$ cat config.mk
export PLATFORM = sky130hd
export DESIGN_NAME = ring_xfer_seq
export DESIGN_NICKNAME = d
export VERILOG_FILES = /design/src/rtl/ring_xfer_seq.sv
export SDC_FILE = /design/constraint.sdc
export NUM_CORES = 1
export LEC_CHECK = 0
export CAP_MARGIN = 20
export CORE_MARGIN = 1.5
export CORE_UTILIZATION = 41
export DETAILED_ROUTE_END_ITERATION = 10
export MAX_ROUTING_LAYER = met4
export PLACE_DENSITY = 0.87
export SYNTH_ARGS = -nofsm -noshare
export SYNTH_HDL_FRONTEND = slang
export SYNTH_SLANG_ARGS = --single-unit
$ cat constraint.sdc
create_clock -name clk_i -period 6 [get_ports clk_i]
set_input_delay 1.5 -clock clk_i [delete_from_list [all_inputs] [get_ports clk_i]]
set_output_delay 1.5 -clock clk_i [all_outputs]
set_load 0.02 [all_outputs]
$ cat src/rtl/ring_xfer_seq.sv
// Ring transfer sequencer: streams a command's beats from the local slide unit onto the ring
// and collects the same number of beats back. Define RING_XFER_SEQ_PERF_EN for the stall counter.
module ring_xfer_seq #(
  parameter int unsigned DataWidth      = 64,
  parameter int unsigned IdWidth        = 3,
  parameter int unsigned BeatWidth      = 16,
  parameter int unsigned MaxOutstanding = 4
) (
  input  logic                 clk_i,
  input  logic                 rst_i,
  input  logic [IdWidth-1:0]   cluster_id_i,
  input  logic [IdWidth-1:0]   num_clusters_i,
  input  logic                 cmd_valid_i,
  output logic                 cmd_ready_o,
  input  logic [IdWidth-1:0]   cmd_shift_i,
  input  logic [BeatWidth-1:0] cmd_beats_i,
  input  logic                 src_valid_i,
  output logic                 src_ready_o,
  input  logic [DataWidth-1:0] src_data_i,
  output logic                 ring_valid_o,
  input  logic                 ring_ready_i,
  output logic [DataWidth-1:0] ring_data_o,
  output logic [IdWidth-1:0]   ring_src_o,
  output logic [IdWidth-1:0]   ring_dst_o,
  input  logic                 rx_valid_i,
  output logic                 rx_ready_o,
  input  logic [DataWidth-1:0] rx_data_i,
  output logic                 sink_valid_o,
  input  logic                 sink_ready_i,
  output logic [DataWidth-1:0] sink_data_o,
  output logic                 done_o,
  output logic [31:0]          perf_stall_o
);

  localparam logic [1:0] StIdle = 2'd0;
  localparam logic [1:0] StRun  = 2'd1;
  localparam logic [1:0] StDone = 2'd2;

  localparam logic [7:0] MaxOut = 8'(MaxOutstanding);

  logic [1:0]           state_q, state_d;
  logic [BeatWidth-1:0] beats_q, sent_q, sent_d, rcvd_q, rcvd_d;
  logic [IdWidth-1:0]   shift_q;
  logic [7:0]           outst_q, outst_d;

  logic        run, bypass, tx_en, rx_en, byp_en;
  logic        tx_hs, rx_hs, byp_hs;
  logic [IdWidth:0] dst_sum;
  logic [31:0] ring_mask, dst_full;

  assign run    = (state_q == StRun);
  assign bypass = (shift_q == '0);
  assign tx_en  = run & ~bypass & (sent_q < beats_q) & (outst_q < MaxOut);
  assign rx_en  = run & ~bypass & (rcvd_q < beats_q);
  // Local bypass keeps sent and rcvd in lockstep, so sent alone bounds it.
  assign byp_en = run & bypass & (sent_q < beats_q);

  assign cmd_ready_o  = (state_q == StIdle);
  assign done_o       = (state_q == StDone);

  assign ring_valid_o = src_valid_i & tx_en;
  assign src_ready_o  = (ring_ready_i & tx_en) | (sink_ready_i & byp_en);
  assign ring_data_o  = src_data_i;
  assign rx_ready_o   = sink_ready_i & rx_en;
  assign sink_valid_o = (rx_valid_i & rx_en) | (src_valid_i & byp_en);
  assign sink_data_o  = bypass ? src_data_i : rx_data_i;

  assign dst_sum    = {1'b0, cluster_id_i} + {1'b0, shift_q};
  assign ring_mask  = (32'd1 << num_clusters_i) - 32'd1;
  assign dst_full   = 32'(dst_sum) & ring_mask;
  assign ring_src_o = cluster_id_i;
  assign ring_dst_o = dst_full[IdWidth-1:0];

  assign tx_hs  = ring_valid_o & ring_ready_i;
  assign rx_hs  = rx_valid_i & rx_ready_o;
  assign byp_hs = src_valid_i & sink_ready_i & byp_en;

  always_comb begin
    state_d = state_q;
    sent_d  = sent_q;
    rcvd_d  = rcvd_q;
    outst_d = outst_q;
    case (state_q)
      StIdle: begin
        if (cmd_valid_i) begin
          state_d = StRun;
          sent_d  = '0;
          rcvd_d  = '0;
          outst_d = '0;
        end
      end
      StRun: begin
        if (tx_hs | byp_hs) sent_d = sent_q + BeatWidth'(1);
        if (rx_hs | byp_hs) rcvd_d = rcvd_q + BeatWidth'(1);
        // Beats from other clusters may arrive first; outst floors at zero.
        if (tx_hs && !rx_hs) begin
          outst_d = outst_q + 8'd1;
        end else if (rx_hs && !tx_hs && (outst_q != 8'd0)) begin
          outst_d = outst_q - 8'd1;
        end
        if ((sent_d == beats_q) && (rcvd_d == beats_q)) state_d = StDone;
      end
      StDone:  state_d = StIdle;
      default: state_d = StIdle;
    endcase
  end

  always_ff @(posedge clk_i) begin
    if (rst_i) begin
      state_q <= StIdle;
      sent_q  <= '0;
      rcvd_q  <= '0;
      outst_q <= '0;
      beats_q <= '0;
      shift_q <= '0;
    end else begin
      state_q <= state_d;
      sent_q  <= sent_d;
      rcvd_q  <= rcvd_d;
      outst_q <= outst_d;
      if (cmd_valid_i && cmd_ready_o) begin
        beats_q <= cmd_beats_i;
        shift_q <= cmd_shift_i;
      end
    end
  end

`ifdef RING_XFER_SEQ_PERF_EN
  logic [31:0] perf_q;

  always_ff @(posedge clk_i) begin
    if (rst_i) begin
      perf_q <= '0;
    end else if (run && src_valid_i && (outst_q == MaxOut)) begin
      perf_q <= perf_q + 32'd1;
    end
  end

  assign perf_stall_o = perf_q;
`else
  assign perf_stall_o = '0;
`endif

endmodule
==> results by group <==
Run status
  – Status: finished, final reports clean

Cells and area
  – Layout area overhead: 44.6%
  – # fillers: 1425
  – Final nets: 1331
  – Layout cells sized above 1: 3.97%

Clocking
  – Postcts setup bufs: 0
  – Clock tree buffer depth: 2
  – Clk root buf: clkbuf_16
  – CTS Buf Count: 9
  – Clock latency on the worst-skew pair: 0.34 ns
  – Clock sinks: 61
  – CTS clk-pin slew, worst paths: 0.06 ns
  – Post_cts resized: 0
  – CTS Hold Bufs: 0
  – CTS H-tree lvls: 3
  – CTS tree: done

Detailed routing
  – Drt initial violations: 552
  – Post-route ant nets: 0
  – Post-Route WL: 30.2 mm
  – Remaining DRCs: 0
  – Vias: 7265
  – Via density: 5.40
  – Wire length per cell: 22.5 um
  – Drt pass-1 iters: 5

Critical path
  – Crit path buffers/inverters: 2
  – Worst Setup Path Type: in -> out
  – Crit path top cell by count: clkdlybuf4s50_1
  – Crit-path max FO: 8
  – Crit-path max cell delay: 0.70 ns
  – Highest-delay cell along the critical path: clkdlybuf4s50_1
  – CP top delay family: buffers and inverters
  – Critical path origin: sink_ready_i
  – Worst Path Required: 4.50 ns
  – Startpoint types: primary input
  – Worst Path Arrival: 3.84 ns
  – R2r startpoint: beats_q[13]
  – Cells along the critical path: clkdlybuf4s50_1 -> nor4b_1 -> a41oi_1 -> a21o_1 -> nor3_1 -> clkdlybuf4s50_1
  – Crit. End Element: primary output

Worst hold path
  – Hold wc startpoint: beats_q[1]
  – Worst hold path type: reg -> reg

STA
  – Slew margin rel.: 47.2%
  – Max Slew Vio Count: 0
  – Final setup vio count: 0
  – Unrepaired setup endpoints after global routing: no
  – Final Skew: 0.00658 ns
  – Max Fclk: 187 MHz
  – Hold Slack: 0.508 ns
  – Worst-Margin Slew: 0.791 ns
  – Tmin final: 5.34 ns
  – Final period util: 89.0%
  – Setup ws final: 0.662 ns
  – Fin. Hold Viols: 0
  – Setup TNS: 0 ns

Pwr
  – Final total power: 1.89 mW
  – Pwr Density: 206 mW/mm2
  – Leak: 3.86 nW
  – Peak VDD IR: 0.153 mV

Synthesis
  – Synthesis-stage register bit count: 61
  – Synth area leader: dfxtp_1
  – Unique masters post-synth: 66
  – Synth Flop Type: dfxtp_1
  – Async SR Flop Fraction: 0%
  – Most common cell in the netlist: nand2_1
  – Seq/Total Area, Yosys: 19.2%
  – Post-Synthesis Cells: 928
  – Yosys warning count: 0
  – Synth area leaders: dfxtp_1 19%, nand2_1 15%, buf_4 12%
  – Area share of the largest cell type after synthesis: 19.2%
  – Most frequent cells after synthesis: 261 x nand2_1, 100 x buf_4, 61 x dfxtp_1, 57 x a21oi_1
  – Post-synth EDFFs: 0
  – Synth Area per Inst: 6.87 um2
  – Cell area after synthesis: 0.00637 mm2

Place
  – PortBufs: 299
  – HPWL after DPL: 25.2 mm
  – Dpl ws: 0.706 ns
  – GPL Wtd Cong: 1.00

Floorplan
  – CORE AREA: 0.0152 mm2
  – Die width: 128 um
  – Die footprint: 0.0163 mm2
  – Initial Util: 41.9%
  – Die height: 128 um
  – Row count: 45
  – IO Count: 332

Global routing
  – Number of global-route vias before repair: 6472
  – Largest net degree at the start of global routing: 65
  – Overall Global Routing Usage: 36.9%
  – Antenna violations before repair: 20
  – GR Overflow Total: 0
  – First-pass GRT wire length: 42.6 mm

Flow run
  – Maxcap violations: 0
==> stage by stage <==
step / area, um2 / cells / util, %
final: 9210 / 1345 / 60.6
after detailed placement: 8830 / 1306 / 58.1
after floorplan: 6490 / 959 / -
after global placement: 8830 / 1306 / 58.1
after CTS: 9160 / 1322 / 60.2
after global routing: 9210 / 1343 / 60.6
==> worst min-delay path, cell delays in order (launching register included) <==
cell,delay (ns)
dfxtp_1,0.34
nand2_1,0.07
a21oi_1,0.06
==> power by group <==
group | switching, mW | total, mW | internal, mW
combinational | 0.489 | 0.877 | 0.387
clock | 0.206 | 0.572 | 0.366
sequential | 0.0241 | 0.446 | 0.422
==> flip-flops by register name (all words and copies together) (netlist names) <==
name     count
shift_q      3
state_q      2
outst_q      8
beats_q     16
rcvd_q      16
sent_q      16
==> routing by layer <==
layer  GRT usage, %  vias to the layer above  part of all wire, %
met1           48.1                     3335                   42
met5              -                        -                    0
li1               -                     3493                    -
met2           52.7                      396                   41
met4           7.53                        0                  2.1
met3           16.3                       41                   14
==> cells by family (layout without fill, tap and decap cells) <==
group	after synthesis	after routing	synth area share, %
AND/OR/NAND/NOR	415	415	29.6
buffers and inverters	177	352	16.5
AO/OA/AOI/OAI	170	170	17.6
flip-flops	61	61	19.2
XOR/XNOR	57	57	7.83
adder cells (fa/ha/maj)	42	42	8.48
multiplexers	5	5	0.825
other	1	55	0.0588
==> cell usage in the layout (no fill, tap or decap), types with 3 or more instances in the layout <==
cell and n:
xor2_1 18, dfxtp_1 61, clkdlybuf4s50_1 299, nand2b_1 6, a311oi_1 4, a22o_1 7
diode_2 23, o22ai_1 5, nand3_1 29, nand2_1 261, inv_1 32, a21oi_1 57
a31oi_1 12, nor4_2 4, and2_1 6, conb_1 32, xnor2_1 39, o21bai_1 6
or3_1 4, o21a_1 7, buf_4 5, ha_1 40, nor3_1 11, or2_2 3
a211oi_1 15, nor2_1 37, and4_1 4, o21ai_0 24, nor4_1 6, and3_1 12
mux2i_1 3, a211oi_2 3, clkbuf_16 9, o31ai_1 8, nand4_1 15
==> path summary, 6_finish.rpt <==
path                       to  cells past startpoint  slack [ns]
setup / recovery  src_ready_o                      6        0.66
hold / removal     beats_q[1]                      2        0.51
setup reg to reg   outst_q[7]                     18        1.33
hold reg to reg    beats_q[1]                      2        0.51
==> layout make-up <==
type	instances	area, um2	area share (%)
clock inverters	7	98.8	1.07
diodes	23	57.6	0.625
flip-flops and latches	61	1220	13.3
clock buffers	9	225	2.44
multi-input cells	721	4220	45.9
repair buffers	304	3030	32.9
inverters	32	120	1.30
well taps	188	235	2.55
Note: power is estimated with default switching activity, not from simulation.
